===== config.mk =====
export PLATFORM = sky130hd
export DESIGN_NAME = udp_depacketizer
export DESIGN_NICKNAME = d
export VERILOG_FILES = /design/src/rtl/sdr_net_pkg.sv /design/src/rtl/iq_unpack.sv /design/src/rtl/udp_depacketizer.sv
export SDC_FILE = /design/constraint.sdc
export NUM_CORES = 1
export LEC_CHECK = 0
export CAP_MARGIN = 20
export CORE_MARGIN = 10
export CORE_UTILIZATION = 55
export DETAILED_ROUTE_END_ITERATION = 6
export GPL_ROUTABILITY_DRIVEN = 1
export PLACE_DENSITY = 0.75
export SYNTH_ARGS = -nofsm -noshare
export SYNTH_HDL_FRONTEND = slang
export SYNTH_SLANG_ARGS = --single-unit

===== constraint.sdc =====
create_clock -name clk -period 3.95 [get_ports clk]
set_input_delay 1.185 -clock clk [delete_from_list [all_inputs] [get_ports clk]]
set_output_delay 1.185 -clock clk [all_outputs]
set_load 0.05 [all_outputs]

===== src/rtl/sdr_net_pkg.sv =====
// Shared Ethernet/IPv4/UDP/IQ framing constants for the SDR link (RX and TX sides).
package sdr_net_pkg;

  // Header byte offsets within the Ethernet frame
  localparam int OFF_ETH_DST   = 0;
  localparam int OFF_ETHTYPE   = 12;
  localparam int OFF_VER_IHL   = 14;
  localparam int OFF_IP_LEN    = 16;
  localparam int OFF_PROTO     = 23;
  localparam int OFF_IP_DST    = 30;
  localparam int OFF_UDP_DPORT = 36;
  localparam int OFF_UDP_LEN   = 38;
  localparam int OFF_SEQ       = 42;
  localparam int HDR_LEN       = 50;

  localparam logic [15:0] ETHERTYPE_IPV4 = 16'h0800;
  localparam logic [7:0]  IPV4_VER_IHL   = 8'h45;
  localparam logic [7:0]  PROTO_UDP      = 8'h11;

  typedef enum logic [1:0] {
    ST_HDR,
    ST_PAYLOAD,
    ST_DROP,
    ST_TAIL
  } rx_state_e;

  // IQ payload bytes: 16-bit I + 16-bit Q per sample
  function automatic int iq_len(input int n);
    return 4 * n;
  endfunction

  // UDP length covers the 8-byte UDP header and the 8-byte sequence field
  function automatic int udp_len(input int n);
    return iq_len(n) + 16;
  endfunction

  // IPv4 total length adds the 20-byte option-less IP header
  function automatic int ip_len(input int n);
    return udp_len(n) + 20;
  endfunction

endpackage


===== src/rtl/iq_unpack.sv =====
// Byte-to-sample assembler: collects I lo, I hi, Q lo, Q hi into one
// {I,Q} word held in a single zero-bubble output register.
module iq_unpack (
  input  logic        clk,
  input  logic        rst,
  input  logic        clr,
  input  logic [7:0]  in_data,
  input  logic        in_valid,
  output logic        in_ready,
  output logic [31:0] out_data,
  output logic        out_valid,
  input  logic        out_ready
);

  logic [1:0]  lane_q, lane_d;
  logic [23:0] part_q, part_d;
  logic [31:0] data_q, data_d;
  logic        vld_q, vld_d;

  // A byte may enter whenever the output slot is empty or draining this cycle
  assign in_ready  = ~vld_q | out_ready;
  assign out_data  = data_q;
  assign out_valid = vld_q;

  // Assemble bytes; the 4th byte of a sample loads the output register
  always_comb begin
    lane_d = lane_q;
    part_d = part_q;
    data_d = data_q;
    vld_d  = vld_q;
    if (vld_q && out_ready) vld_d = 1'b0;
    if (clr) begin
      lane_d = 2'd0;
    end else if (in_valid) begin
      lane_d = lane_q + 2'd1;
      case (lane_q)
        2'd0: part_d[7:0]   = in_data;
        2'd1: part_d[15:8]  = in_data;
        2'd2: part_d[23:16] = in_data;
        default: begin
          data_d = {part_q[15:8], part_q[7:0], in_data, part_q[23:16]};
          vld_d  = 1'b1;
        end
      endcase
    end
  end

  // State registers with synchronous active-low reset
  always_ff @(posedge clk) begin
    if (!rst) begin
      lane_q <= 2'd0;
      part_q <= '0;
      data_q <= '0;
      vld_q  <= 1'b0;
    end else begin
      lane_q <= lane_d;
      part_q <= part_d;
      data_q <= data_d;
      vld_q  <= vld_d;
    end
  end

endmodule


===== src/rtl/udp_depacketizer.sv =====
// Receive-side Ethernet/IPv4/UDP/IQ deframer: validates the header and
// sequence number, unpacks IQ payload, and counts good/dropped frames.
module udp_depacketizer
  import sdr_net_pkg::*;
#(
  parameter logic [47:0] LOCAL_MAC   = 48'h021234567890,
  parameter logic [31:0] LOCAL_IP    = {8'd10, 8'd0, 8'd0, 8'd2},
  parameter logic [15:0] LOCAL_PORT  = 16'd32179,
  parameter int          NUM_SAMPLES = 366
) (
  input  logic        clk,
  input  logic        rst,
  input  logic [7:0]  rx_tdata,
  input  logic        rx_tvalid,
  output logic        rx_tready,
  input  logic        rx_tlast,
  input  logic        rx_tuser,
  output logic [31:0] iq_tdata,
  output logic        iq_tvalid,
  input  logic        iq_tready,
  output logic        seq_gap,
  output logic [15:0] good_frames,
  output logic [15:0] drop_frames
);

  localparam int          IQ_LEN    = iq_len(NUM_SAMPLES);
  localparam int          LAST_IDX  = HDR_LEN + IQ_LEN - 1;
  localparam logic [15:0] UDP_LEN_W = 16'(udp_len(NUM_SAMPLES));
  localparam logic [15:0] IP_LEN_W  = 16'(ip_len(NUM_SAMPLES));

  rx_state_e   state_q, state_d;
  logic [15:0] idx_q, idx_d;
  logic        hdr_bad_q, hdr_bad_d;
  logic [63:0] seq_q, seq_d;
  logic [63:0] last_seq_q, last_seq_d;
  logic        seq_valid_q, seq_valid_d;
  logic        gap_q, gap_d;
  logic [15:0] good_q, good_d;
  logic [15:0] drop_q, drop_d;
  logic        rdy_en_q;

  logic        up_in_ready, up_valid, up_clr, acc, restart;
  logic        hdr_chk;
  logic [7:0]  hdr_exp;
  logic [2:0]  seq_lane;
  logic [63:0] seq_full;

  // Input is held off for the first cycle out of reset; payload follows the unpacker
  assign rx_tready = rdy_en_q & ((state_q != ST_PAYLOAD) | up_in_ready);
  assign acc       = rx_tvalid & rx_tready;
  assign up_valid  = acc & (state_q == ST_PAYLOAD);
  assign up_clr    = (state_q != ST_PAYLOAD);
  assign seq_lane  = 3'(idx_q - 16'(OFF_SEQ));
  assign seq_full  = {rx_tdata, seq_q[55:0]};

  assign seq_gap     = gap_q;
  assign good_frames = good_q;
  assign drop_frames = drop_q;

  // Expected value for each checked header byte; unchecked offsets are don't-care
  always_comb begin
    hdr_chk = 1'b1;
    hdr_exp = 8'h00;
    case (idx_q)
      16'(OFF_ETH_DST + 0):   hdr_exp = LOCAL_MAC[47:40];
      16'(OFF_ETH_DST + 1):   hdr_exp = LOCAL_MAC[39:32];
      16'(OFF_ETH_DST + 2):   hdr_exp = LOCAL_MAC[31:24];
      16'(OFF_ETH_DST + 3):   hdr_exp = LOCAL_MAC[23:16];
      16'(OFF_ETH_DST + 4):   hdr_exp = LOCAL_MAC[15:8];
      16'(OFF_ETH_DST + 5):   hdr_exp = LOCAL_MAC[7:0];
      16'(OFF_ETHTYPE + 0):   hdr_exp = ETHERTYPE_IPV4[15:8];
      16'(OFF_ETHTYPE + 1):   hdr_exp = ETHERTYPE_IPV4[7:0];
      16'(OFF_VER_IHL):       hdr_exp = IPV4_VER_IHL;
      16'(OFF_IP_LEN + 0):    hdr_exp = IP_LEN_W[15:8];
      16'(OFF_IP_LEN + 1):    hdr_exp = IP_LEN_W[7:0];
      16'(OFF_PROTO):         hdr_exp = PROTO_UDP;
      16'(OFF_IP_DST + 0):    hdr_exp = LOCAL_IP[31:24];
      16'(OFF_IP_DST + 1):    hdr_exp = LOCAL_IP[23:16];
      16'(OFF_IP_DST + 2):    hdr_exp = LOCAL_IP[15:8];
      16'(OFF_IP_DST + 3):    hdr_exp = LOCAL_IP[7:0];
      16'(OFF_UDP_DPORT + 0): hdr_exp = LOCAL_PORT[15:8];
      16'(OFF_UDP_DPORT + 1): hdr_exp = LOCAL_PORT[7:0];
      16'(OFF_UDP_LEN + 0):   hdr_exp = UDP_LEN_W[15:8];
      16'(OFF_UDP_LEN + 1):   hdr_exp = UDP_LEN_W[7:0];
      default:                hdr_chk = 1'b0;
    endcase
  end

  // Frame FSM: header check, sequence tracking, payload/tail/drop handling
  always_comb begin
    state_d     = state_q;
    idx_d       = idx_q;
    hdr_bad_d   = hdr_bad_q;
    seq_d       = seq_q;
    last_seq_d  = last_seq_q;
    seq_valid_d = seq_valid_q;
    gap_d       = 1'b0;
    good_d      = good_q;
    drop_d      = drop_q;
    restart     = 1'b0;
    case (state_q)
      ST_HDR: if (acc) begin
        idx_d = idx_q + 16'd1;
        if (hdr_chk && rx_tdata != hdr_exp) hdr_bad_d = 1'b1;
        if (idx_q >= 16'(OFF_SEQ)) seq_d[8*seq_lane +: 8] = rx_tdata;
        if (rx_tlast) begin
          drop_d  = drop_q + 16'd1;
          restart = 1'b1;
        end else if (idx_q == 16'(HDR_LEN - 1)) begin
          if (hdr_bad_d) begin
            state_d = ST_DROP;
          end else begin
            state_d     = ST_PAYLOAD;
            gap_d       = seq_valid_q && (seq_full != last_seq_q + 64'd1);
            last_seq_d  = seq_full;
            seq_valid_d = 1'b1;
          end
        end
      end
      ST_PAYLOAD: if (acc) begin
        idx_d = idx_q + 16'd1;
        if (idx_q == 16'(LAST_IDX)) begin
          if (rx_tlast) begin
            if (rx_tuser) drop_d = drop_q + 16'd1;
            else          good_d = good_q + 16'd1;
            restart = 1'b1;
          end else begin
            state_d = ST_TAIL;
          end
        end else if (rx_tlast) begin
          drop_d  = drop_q + 16'd1;
          restart = 1'b1;
        end
      end
      default: if (acc && rx_tlast) begin
        drop_d  = drop_q + 16'd1;
        restart = 1'b1;
      end
    endcase
    if (restart) begin
      state_d   = ST_HDR;
      idx_d     = 16'd0;
      hdr_bad_d = 1'b0;
    end
  end

  // State registers with synchronous active-low reset
  always_ff @(posedge clk) begin
    if (!rst) begin
      state_q     <= ST_HDR;
      idx_q       <= 16'd0;
      hdr_bad_q   <= 1'b0;
      seq_q       <= '0;
      last_seq_q  <= '0;
      seq_valid_q <= 1'b0;
      gap_q       <= 1'b0;
      good_q      <= 16'd0;
      drop_q      <= 16'd0;
      rdy_en_q    <= 1'b0;
    end else begin
      state_q     <= state_d;
      idx_q       <= idx_d;
      hdr_bad_q   <= hdr_bad_d;
      seq_q       <= seq_d;
      last_seq_q  <= last_seq_d;
      seq_valid_q <= seq_valid_d;
      gap_q       <= gap_d;
      good_q      <= good_d;
      drop_q      <= drop_d;
      rdy_en_q    <= 1'b1;
    end
  end

  iq_unpack u_unpack (
    .clk       (clk),
    .rst       (rst),
    .clr       (up_clr),
    .in_data   (rx_tdata),
    .in_valid  (up_valid),
    .in_ready  (up_in_ready),
    .out_data  (iq_tdata),
    .out_valid (iq_tvalid),
    .out_ready (iq_tready)
  );

endmodule


==> results of run 1 <==
worst max-delay path, cell delays in order:
cell and delay (ps):
clkdlybuf4s50_1 420, nor4bb_1 360, nor2b_1 190, buf_12 190
metal layers:
layer  global-route usage, %  vias to the layer above  share of wire [%]
met5                       0                        -                  0
met3                    5.55                       93                7.7
li1                        -                     5348                  -
met4                    9.88                        0                4.1
met2                    36.3                      344                 45
met1                    28.5                     5094                 43
synthesized netlist by cell type, types with 17 or more instances:
| master | count |
|---|---|
| and2_1 | 60 |
| nor3_1 | 27 |
| a21boi_0 | 120 |
| nand2_1 | 332 |
| xor2_1 | 39 |
| clkbuf_1 | 74 |
| nand4_1 | 40 |
| dfxtp_1 | 233 |
| o21ai_0 | 58 |
| nor2b_1 | 48 |
| inv_1 | 17 |
| nor2_1 | 53 |
| a21oi_1 | 23 |
| mux2i_1 | 42 |
| xnor2_1 | 88 |
| nand3_1 | 53 |
| nor4_1 | 23 |
| and3_1 | 20 |
area by class of cell:
cell class,instances,area share [%]
Multi-Input combinational cell,1183,50.7
Sequential cell,233,32.5
Timing Repair Buffer,112,7.57
Clock buffer,34,5.10
Tap cell,280,2.44
Clock inverter,16,1.19
Inverter,17,0.445
layout by cell type (no fill, tap or decap), types with 7 or more instances in the layout:
cell             count
a21boi_0           120
a21oi_1             23
and2_1              60
and3_1              20
buf_4               30
clkbuf_16           27
clkdlybuf4s50_1     78
clkinv_2             8
dfxtp_1            233
ha_1                14
inv_1               17
mux2i_1             42
nand2_1            332
nand2b_1            12
nand3_1             53
nand4_1             40
nor2_1              53
nor2b_1             48
nor3_1              27
nor3b_1              7
nor4_1              22
o21ai_0             58
or3_1               16
xnor2_1             88
xor2_1              39
power groups by stage:
stage	Combinational [mW]	Clock, mW	Sequential (mW)
2_1_floorplan	0.122	0	2.41
6_report	0.207	2.55	2.36
5_1_grt	0.220	2.70	2.36
3_3_place_gp	0.203	0	2.41
3_5_place_dp	0.204	0	2.41
4_1_cts	0.204	2.59	2.36
final timing paths:
check / startpoint / endpoint / slack [ps] / cells after the start
setup / recovery: iq_tready / rx_tready / 420 / 4
hold / removal: u_unpack.part_q[16] / u_unpack.out_data[0] / 460 / 2
setup reg to reg: last_seq_q[14] / seq_gap / 490 / 8
hold reg to reg: u_unpack.part_q[16] / u_unpack.out_data[0] / 460 / 2
sequential cells by signal, indices dropped and copies added (netlist names), 2 cells and up:
name,flops
state_q,2
idx_q,16
u_unpack.part_q,24
last_seq_q,64
u_unpack.lane_q,2
good_frames,16
drop_frames,16
seq_q,56
u_unpack.out_data,32
through the flow:
stage	total power, mW	std cells	worst slack, ps
global placement	2.61	1825	150
global route	5.27	1875	359
CTS	5.15	1875	442
finish	5.12	1875	418
floorplan	2.53	1520	254
detailed placement	2.61	1825	78.0
kinds of logic (layout without fill, tap and decap cells):
| kind of cell | after synthesis | in the layout | share of synthesized area [%] |
|---|---|---|---|
| flip-flops | 233 | 233 | 37.6 |
| XOR/XNOR | 127 | 127 | 8.98 |
| adder cells (fa/ha/maj) | 14 | 14 | 1.41 |
| AO/OA/AOI/OAI | 255 | 255 | 14.1 |
| buffers and inverters | 104 | 179 | 3.72 |
| AND/OR/NAND/NOR | 742 | 742 | 30.5 |
| multiplexers | 45 | 45 | 3.67 |
==> impl_metrics.env, run 1 <==
export IMPL_status="completed"
export IMPL_syn_inst=1520
export IMPL_fill_cells=1859
export IMPL_grt_overflow=0
export IMPL_fin_crit_sh_pct=89.4
export IMPL_post_synth_top_area_cell="dfxtp_1"
export IMPL_pwr_share_clk_pct=49.9
export IMPL_synth_warnings=0
export IMPL_finalInstanceArea_sq_mm=0.0143
export IMPL_grt_pass1_vias=10453
export IMPL_p_comb_share_pct=4.0
export IMPL_grt_max_degree=86
export IMPL_switching_share_pct=23.0
export IMPL_fp_coreArea_sq_mm=0.0220
export IMPL_avgSynthCellArea_sq_um=8.15
export IMPL_wirelength_mm=33.6
export IMPL_synth_flop_cell="dfxtp_1"
export IMPL_min_path_type="flop to flop"
export IMPL_fmax_mhz=283
export IMPL_power_density_mw_per_mm2=357
export IMPL_skew_ps=12.4
export IMPL_yosys_top_cells_area="dfxtp_1 (38%), nand2_1 (10%), a21boi_0 (7.3%)"
export IMPL_max_slew_margin_pct=49.6
export IMPL_place_gp_congestion=0.933
export IMPL_multiInputGateArea_sq_mm=0.00728
export IMPL_drt_iter0_drc=812
export IMPL_vias=10879
export IMPL_fin_crit_ps=3530
export IMPL_drv_cap=0
export IMPL_place_hpwl_mm=22.7
export IMPL_setup_viol=0
export IMPL_path_clk_slew_ps=60
export IMPL_drc=0
export IMPL_tns_ps=0
export IMPL_synth_top_cell_area_share_pct=37.6
export IMPL_grt_pass1_wl_mm=54.2
export IMPL_area_growth_syn_to_layout_pct=15.8
export IMPL_hold_buffers=0
export IMPL_die_area_sq_mm=0.0289
export IMPL_ir_drop_mv=0.328
export IMPL_die_height_um=170
export IMPL_p_int_mw=3.94
export IMPL_cp_data_arrival_time_ps=2350
export IMPL_tritoncts="yes"
export IMPL_rows=54
export IMPL_drive_above_1_share_pct=7.02
export IMPL_synth_edf_count=0
export IMPL_drt_pass1_iter_count=6
export IMPL_avgRoutedWirePerCell_um=17.9
export IMPL_cts_repair_resized=0
export IMPL_critPathKind="input pin to output pin"
export IMPL_synth_async_sr_flop_share_pct=0
export IMPL_fin_util_pct=65.1
export IMPL_grt_usage_pct=22.7
export IMPL_initial_utilization_pct=56.2
export IMPL_clk_insertion_delay_late_ps=540
export IMPL_ys_seq_area_share_pct=37.6
export IMPL_p_leak_nw=4.96
export IMPL_syn_num_nets=1548
export IMPL_cts_setup_buffers=0
export IMPL_cp_end_kind="output pin"
export IMPL_p_switching_mw=1.18
export IMPL_antenna_found_initial=0
export IMPL_worst_pin_slew_ps=737
export IMPL_n_antenna_cell=0
export IMPL_required_ps=2760
export IMPL_root_buffer="clkbuf_16"
export IMPL_regArea_sq_mm=0.00466
export IMPL_io_buffers=80
export IMPL_viasPerCell=5.80
export IMPL_synth_cell_types=81
export IMPL_seq_power_share_pct=46.1
export IMPL_rsz0062_at_grt="false"
export IMPL_clkSinkCount=233
export IMPL_ctsHtreeMaxLevel=1
export IMPL_syn_cell_area_sq_mm=0.0124
export IMPL_synth_seq_cells=233
export IMPL_start_kind="input pin"
export IMPL_timing_hold_ws_ps=461
export IMPL_io_pins=81
export IMPL_antenna_left=0
export IMPL_place_area_sq_mm=0.0134
export IMPL_finalHoldViolations=0
export IMPL_fp_dieW_um=170
export IMPL_ctsLongestPathBuffers=3
export IMPL_nNetsFinal=1602
export IMPL_cp_max_fo=4
export IMPL_drv_slew=0
export IMPL_numCtsBuffers=27
No activity file was read; power rests on OpenSTA's default activity.
==> run 2, diff against run 1 <==
Settings changed: CELL_PAD_IN_SITES_DETAIL_PLACEMENT from default to 1, CELL_PAD_IN_SITES_GLOBAL_PLACEMENT from default to 2, CORE_UTILIZATION 55 to 36, PLACE_DENSITY 0.75 to default, PLACE_DENSITY_LB_ADDON from default to 0.1, REMOVE_ABC_BUFFERS from default to 1.
==> run 2 against run 1 <==
Via count is 0.46% higher. Highest routed layer is now met5. Clock skew up 4.5 ps. Utilization is 22 points lower. Clock power about the same. Cell count rose by 9.5%. Critical path depth rose by 5. Global-route usage shrank 3.7 points. Non-clock buffer count up 12. Combinational power rose by 14%. Sequential power is essentially flat. Count of clock-buffer cells in the layout rose by 6.
==> impl_metrics.env, run 2 (synthesized netlist as in run 1, its figures left out) <==
export IMPL_status="completed"
export IMPL_p_leak_nw=5.02
export IMPL_fp_coreArea_sq_mm=0.0338
export IMPL_area_growth_syn_to_layout_pct=18.4
export IMPL_critical_path_max_stage_delay_ps=680
export IMPL_ctsHtreeMaxLevel=1
export IMPL_min_path_type="flop to flop"
export IMPL_rsz0062_at_grt="false"
export IMPL_p_int_mw=3.96
export IMPL_antenna_found_initial=6
export IMPL_antenna_left=0
export IMPL_critical_path_top_delay_family="simple AND/OR/NAND/NOR gates"
export IMPL_place_area_sq_mm=0.0138
export IMPL_max_slew_margin_pct=32.0
export IMPL_grt_pass1_wl_mm=64.5
export IMPL_io_pins=81
export IMPL_power_density_mw_per_mm2=350
export IMPL_ir_drop_mv=0.306
export IMPL_tritoncts="yes"
export IMPL_largest_register="last_seq_q"
export IMPL_seq_power_share_pct=45.9
export IMPL_path_clk_slew_ps=60
export IMPL_drv_slew=0
export IMPL_finalInstanceArea_sq_mm=0.0147
export IMPL_cp_cell_sequence="nand4_2 -> or4_4 -> nor3_2 -> xnor2_1 -> a2111oi_1 -> nand4_1 -> nor4_2 -> and4b_2 -> a21oi_1"
export IMPL_p_comb_share_pct=4.6
export IMPL_fin_crit_sh_pct=90.4
export IMPL_drt_iter0_drc=576
export IMPL_switching_share_pct=23.0
export IMPL_fin_util_pct=43.4
export IMPL_path_buf_inv=0
export IMPL_critPathKind="flop to flop"
export IMPL_cp_slowest_cell="a2111oi_1"
export IMPL_drive_above_1_share_pct=7.54
export IMPL_cts_setup_buffers=0
export IMPL_fp_dieW_um=206
export IMPL_die_height_um=206
export IMPL_final_cells=2053
export IMPL_regToRegSetupSlack_ps=380
export IMPL_place_hpwl_mm=28.5
export IMPL_place_gp_congestion=0.909
export IMPL_placedCellCount=2005
export IMPL_required_ps=4380
export IMPL_grt_pass1_vias=11160
export IMPL_drc=0
export IMPL_drv_cap=0
export IMPL_viasPerCell=5.32
export IMPL_final_common_cell="nand2_1"
export IMPL_worst_pin_slew_ps=1010
export IMPL_numCtsBuffers=28
export IMPL_nNetsFinal=1615
export IMPL_clk_insertion_delay_late_ps=550
export IMPL_skew_ps=17.0
export IMPL_wirelength_mm=40.4
export IMPL_fin_crit_ps=3570
export IMPL_finalHoldViolations=0
export IMPL_grt_usage_pct=19.0
export IMPL_largest_reg_flops=64
export IMPL_layout_common_cells="nand2_1 (332), dfxtp_1 (233), a21boi_0 (120)"
export IMPL_grt_max_degree=97
export IMPL_p_switching_mw=1.18
export IMPL_n_antenna_cell=0
export IMPL_avgRoutedWirePerCell_um=19.7
export IMPL_hold_buffers=0
export IMPL_cp_end_kind="flop"
export IMPL_cp_max_fo=12
export IMPL_rows=67
export IMPL_grt_overflow=0
export IMPL_root_buffer="clkbuf_16"
export IMPL_vias=10929
export IMPL_initial_utilization_pct=36.7
export IMPL_clkSinkCount=233
export IMPL_ctsLongestPathBuffers=3
export IMPL_drt_pass1_iter_count=4
export IMPL_die_area_sq_mm=0.0422
export IMPL_start_kind="flop"
export IMPL_setup_viol=0
export IMPL_io_buffers=80
export IMPL_fmax_mhz=280
export IMPL_cp_data_arrival_time_ps=4000
export IMPL_pwr_share_clk_pct=49.5
## run 2: changes by cell type in the layout (fill, tap and decap cells not counted), moves of 2 or more
cell and change:
clkinv_2 -4, buf_4 +11, clkbuf_8 +2, clkbuf_1 +3, clkinv_4 -2
## run 2: per-layer routing
metal / routed length [um] / vias up / GRT usage [%]
met4: 745 / 12 / 3.73
met5: 81 / - / 0
li1: - / 5362 / -
met2: 18200 / 185 / 29.9
met3: 1970 / 50 / 3.43
met1: 19400 / 5320 / 26.6
## run 2: what timing repair did
| item | 4_1_cts | 5_1_grt |
|---|---|---|
| pin swaps | 0 | 0 |
| resized for setup | 1 | 2 |
| endpoints found under the setup margin | 1 | 1 |
## run 2: power groups by stage
stage | Clock [mW] | Sequential (mW) | Combinational (mW)
after floorplan | 0 | 2.41 | 0.0892
after global placement | 0 | 2.41 | 0.236
after detailed placement | 0 | 2.41 | 0.237
after CTS | 2.62 | 2.36 | 0.237
after global routing | 2.73 | 2.36 | 0.254
final | 2.54 | 2.36 | 0.235
## run 2: layout make-up
| cell class | instances | area (sq um) |
|---|---|---|
| Sequential cell | 233 | 4660 |
| Clock inverter | 8 | 104 |
| Tap cell | 448 | 561 |
| Timing Repair Buffer | 124 | 1190 |
| Clock buffer | 40 | 796 |
| Inverter | 17 | 63.8 |
| Multi-Input combinational cell | 1183 | 7290 |
| Fill cell | 4020 | 19100 |
## run 2: final timing paths
check                                           start  depth (start not counted)                     to
worst max-delay path                    last_seq_q[3]                          9                seq_gap
worst min-delay path            u_unpack.out_data[19]                          2  u_unpack.out_data[19]
worst max register to register          last_seq_q[3]                          9                seq_gap
worst min register to register  u_unpack.out_data[19]                          2  u_unpack.out_data[19]
## run 2: worst register-to-register path, cell delays in order, from the launching register on
cell       delay [ps]
dfxtp_1           500
nand4_2           290
or4_4             680
nor3_2            250
xnor2_1           140
a2111oi_1         680
nand4_1           190
nor4_2            350
and4b_2           300
a21oi_1            80
## run 2: stage by stage
stage          TNS [ps]  power [mW]  setup WS, ps  hold slack (ps)
4_1_cts               0        5.22          45.3              471
3_3_place_gp       -290        2.65          -290              448
5_1_grt               0        5.34           138              495
3_5_place_dp       -311        2.65          -311              457
6_report              0        5.14           378              465
2_1_floorplan   -215500        2.50         -3260              425
==> RTL edit 1, RTL diff (config.mk and constraints of run 1) <==
Reset style: asynchronous (`rst`), changed in 2 clocked blocks. Comments in the files are not updated.
--- a/src/rtl/iq_unpack.sv
+++ b/src/rtl/iq_unpack.sv
@@ -46,7 +46,7 @@
   end
 
   // State registers with synchronous active-low reset
-  always_ff @(posedge clk) begin
+  always_ff @(posedge clk or negedge rst) begin
     if (!rst) begin
       lane_q <= 2'd0;
       part_q <= '0;
--- a/src/rtl/udp_depacketizer.sv
+++ b/src/rtl/udp_depacketizer.sv
@@ -145,7 +145,7 @@
   end
 
   // State registers with synchronous active-low reset
-  always_ff @(posedge clk) begin
+  always_ff @(posedge clk or negedge rst) begin
     if (!rst) begin
       state_q     <= ST_HDR;
       idx_q       <= 16'd0;
Behaviour: differs if rst is asserted again (counterexample within 4 cycles, from zero or initial values and one cycle with rst low); with rst held inactive, the same outputs for 4 cycles.
==> RTL edit 1 against run 1 <==
Wire length decreased by 5.0%; non-clock buffer count increased by 3; worst setup slack improved by 0.14 ns; sequential cell count unchanged; via count decreased by 10%; synthesized cell count decreased by 14%; final area increased by 0.97%; area after synthesis about the same; maximum frequency increased by 4.0%; largest cell class unchanged; highest routed layer unchanged.
Power is not compared: it rests on default switching activity, and its combinational part moved more than twofold at a synthesized area within 25%.
==> RTL edit 1: results (changes against run 1) <==
* Syn nets at 1335 (was 1548)
* Post-synthesis cell type count at 75 (was 81)
* Highest-delay cell along the critical path: or4_4 (was clkdlybuf4s50_1)
* Post-synthesis xor/xnor area fraction at 9.48% (was 8.98%)
* Seq/Total Area, Yosys at 47.1% (was 37.6%)
* Sw power at 1530 µW
* Post-synth ARST share at 100% (was 0%)
* Period utilisation layout at 86.0% (was 89.4%)
* Largest register FFs at 64 (unchanged)
* DRT Pass-1 Iters at 7 (was 6)
* Global-route wire length before repair at 51.9 mm (was 54.2 mm)
* Number of global-route vias before repair at 9663 (was 10.5k)
* Vias per Instance at 5.77 (was 5.80)
* Max Root-Sink Buffers at 3 (unchanged)
* GPL Wtd Cong at 0.926 (was 0.933)
* Global Route Usage Sum at 22.0% (was 22.7%)
* Synth top area cells: dfrtp_1, nand2_1, mux2_2 (was dfxtp_1, nand2_1, a21boi_0)
* Measured slew at the worst slew-check pin at 0.805 ns (was 0.737 ns)
* Post-synth top cells: nand2_1, dfrtp_1, xnor2_1 (was nand2_1, dfxtp_1, a21boi_0)
* Final-layout fill cell count at 1695 (was 1859)
* CP top delay family: simple AND/OR/NAND/NOR gates (was buffers and inverters)
* Post-synthesis compound-gate area fraction at 7.48% (was 14.1%)
* WHS Path Cells at 1 (was 2)
* Layout cells sized above 1 at 13.3% (was 7.02%)
* Outcome: complete, no violations (unchanged)
* Crit-path max FO at 18 (was 4)
* Largest net degree at the start of global routing at 82 (was 86)
* Top FF cell, synth: dfrtp_1 (was dfxtp_1)
* Reg-to-Reg End: seq_gap (unchanged)
* FF-to-FF setup slack at 0.57 ns (was 0.49 ns)
* Skew final at 0.00597 ns (was 0.0124 ns)
* CP endpoint: last_seq_q[35] (was rx_tready)
* Critical Path AT at 3.85 ns (was 2.35 ns)
* Pre-CTS setup slack at 0.0397 ns (was 0.0780 ns)
* Final wirelength at 31.9 mm (was 33.6 mm)
* Cts bufs inserted at 26 (was 27)
[RTL edit 1: changes by cell type in the layout (fill, tap and decap cells not counted), moves of 13 or more]
cell | before | now
dfrtp_1 | 0 | 233
dfxtp_1 | 233 | 0
a21boi_0 | 120 | 0
mux2_2 | 3 | 73
and2_1 | 60 | 2
mux2i_1 | 42 | 7
nor2b_1 | 48 | 16
nor4_1 | 22 | 5
nor2_1 | 53 | 66
xor2_1 | 39 | 52
[RTL edit 1: through the flow]
step / cell area (µm²) / hold WS [ns] / instances
after floorplan: 12400 / 0.435 / 1307
after global placement: 13600 / 0.452 / 1642
after detailed placement: 13600 / 0.462 / 1642
after CTS: 14500 / 0.474 / 1690
after global routing: 14500 / 0.490 / 1690
final: 14500 / 0.469 / 1690
[RTL edit 1: worst min path at each step]
stage / to / start / slack, ns
after floorplan: seq_valid_q / seq_valid_q / 0.43
after global placement: seq_valid_q / seq_valid_q / 0.45
after detailed placement: drop_frames[15] / drop_frames[15] / 0.46
after CTS: drop_frames[15] / drop_frames[15] / 0.47
after global routing: good_frames[15] / good_frames[15] / 0.49
final: drop_frames[15] / drop_frames[15] / 0.47
[RTL edit 1: final cells by class]
| type | instances | area [µm²] | share of cell area, % |
|---|---|---|---|
| Inverter | 16 | 62.6 | 0.432 |
| Clock buffer | 30 | 707 | 4.88 |
| Tap cell | 280 | 350 | 2.42 |
| Clock inverter | 18 | 218 | 1.50 |
| Multi-Input combinational cell | 998 | 6180 | 42.6 |
| Timing Repair Buffer | 115 | 1140 | 7.88 |
| Sequential cell | 233 | 5830 | 40.3 |
[RTL edit 1: layer usage]
| metal | GRT usage (%) | part of all wire, % |
|---|---|---|
| met1 | 29.5 | 44 |
| met5 | 0 | 0 |
| met2 | 35.3 | 46 |
| met4 | 6.98 | 2.4 |
| met3 | 4.49 | 7.2 |
==> RTL edit 2, RTL diff (flow settings as in run 1) <==
Without the edit above. The parameter `NUM_SAMPLES` goes from 366 to 256.
--- a/src/rtl/udp_depacketizer.sv
+++ b/src/rtl/udp_depacketizer.sv
@@ -6,7 +6,7 @@
   parameter logic [47:0] LOCAL_MAC   = 48'h021234567890,
   parameter logic [31:0] LOCAL_IP    = {8'd10, 8'd0, 8'd0, 8'd2},
   parameter logic [15:0] LOCAL_PORT  = 16'd32179,
-  parameter int          NUM_SAMPLES = 366
+  parameter int          NUM_SAMPLES = 256
 ) (
   input  logic        clk,
   input  logic        rst,
Formal check against the unedited RTL: same outputs for any inputs over 4 cycles, from zero or initial values and one cycle with rst low; that may be too few to reach the edited logic, so the function may still have changed.
==> RTL edit 2 against run 1 <==
Critical path depth did not move; synthesized cell count fell by 0.92%; worst hold slack got worse by 0.0081 ns; wire length fell by 1.8%; final area rose by 0.59%; worst setup slack improved by 0.059 ns; register-to-register slack improved by 0.05 ns; sequential cell count did not move; total power fell by 0.64%; area after synthesis rose by 0.17%; via count fell by 1.3%.
==> RTL edit 2: results (changes against run 1) <==
* Max Used Layer: met5 (was met4)
* Met2 Wirelength at 15.1 mm (about the same)
* Largest net degree at the start of global routing at 214 (was 86)
* Number of global-route vias before repair at 10.3k (was 10.5k)
* DPL Wire Length at 22.3 mm (was 22.7 mm)
* 1st-iter DRT viols at 823 (was 812)
* Syn nets at 1534 (was 1548)
* Largest register FFs at 64 (unchanged)
* GPL Wtd Cong at 0.968 (was 0.933)
* Peak supply drop at 362 µV (was 328 µV)
* DRT Pass-1 Iters at 5 (was 6)
* Final #Nets at 1587 (was 1602)
* Cts bufs inserted at 25 (was 27)
* Power share of the clock group at 49.3% (was 49.9%)
* Via count at 10.7k (was 10.9k)
* DRT met1 WL at 14.3 mm (was 14.5 mm)
* Initial antenna violation count at 1 (was 0)
* Rel. slew slack at 47.8% (was 49.6%)
* Register bank with the most flops: last_seq_q (unchanged)
* Worst hold start: seq_valid_q (was u_unpack.part_q[16])
* Critical Path AT at 2.29 ns (was 2.35 ns)
* RR Startpoint: last_seq_q[3] (was last_seq_q[14])
* Post-synthesis cell type count at 74 (was 81)
* Comb power frac at 4.4% (was 4.0%)
* Layout cells sized above 1 at 6.84% (was 7.02%)
* Global-route wire length before repair at 53.7 mm (was 54.2 mm)
* Skew final at 0.0197 ns (was 0.0124 ns)
* Post_cts resized at 0 (unchanged)
* Outcome: complete, no violations (unchanged)
* DR WL met3 at 2.79 mm (was 2.59 mm)
* Synthesis warning total at 0 (unchanged)
* IO buf count at 80 (unchanged)
* Leakage Power at 0.00515 µW (was 0.00496 µW)
* Global Route Usage Sum at 22.3% (was 22.7%)
* Switching portion of total power at 22.3% (was 23.0%)
* Post-synth top cells: nand2_1, dfxtp_1, a21boi_0 (unchanged)
* WL/cell at 17.7 µm (was 17.9 µm)
* Synth top area cells: dfxtp_1, nand2_1, a21boi_0 (unchanged)
* Dpl cell area at 13500 µm² (was 13400 µm²)
* H-tree lvl count at 1 (unchanged)
* Seq/Total Area, Yosys at 37.6% (about the same)
* Final-layout fill cell count at 1854 (was 1859)
-- RTL edit 2: cell families after synthesis --
| family | share of synthesized area, % |
|---|---|
| AND/OR/NAND/NOR | 29.8 |
| AO/OA/AOI/OAI | 14.3 |
| flip-flops | 37.6 |
| XOR/XNOR | 9.17 |
| buffers and inverters | 3.35 |
| multiplexers | 4.39 |
| adder cells (fa/ha/maj) | 1.41 |
-- RTL edit 2: final cells by class --
class	count	area share, %
tap	280	2.43
inverter	17	0.442
sequential	233	32.3
clock buffer	33	4.82
multi-input combinational	1164	50.9
clock inverter	13	1.29
timing repair buffer	118	7.84
-- RTL edit 2: per-stage QoR --
| step | setup WS [ns] | std cells | hold WS, ns | power [µW] |
|---|---|---|---|---|
| final | 0.477 | 1858 | 0.453 | 5080 |
| after detailed placement | 0.0805 | 1812 | 0.444 | 2630 |
| after global routing | 0.322 | 1858 | 0.484 | 5230 |
| after global placement | 0.135 | 1812 | 0.442 | 2630 |
| after floorplan | 0.769 | 1506 | 0.425 | 2550 |
| after CTS | 0.477 | 1858 | 0.452 | 5120 |
-- RTL edit 2: worst max-delay path, cell delays in order --
cell	delay [ns]
clkdlybuf4s50_1	0.44
nand4bb_1	0.27
and2_1	0.24
buf_12	0.15
-- RTL edit 2: final timing paths --
check / slack [ns] / endpoint / cells past startpoint
max: 0.48 / rx_tready / 4
min: 0.45 / seq_gap / 2
max reg2reg: 0.54 / seq_gap / 8
min reg2reg: 0.45 / seq_gap / 2
-- RTL edit 2: routing by layer --
layer	track usage, %	vias up
met5	0	-
met4	6.06	2
met3	6.36	45
met2	36.6	329
met1	28.1	5040
li1	-	5326
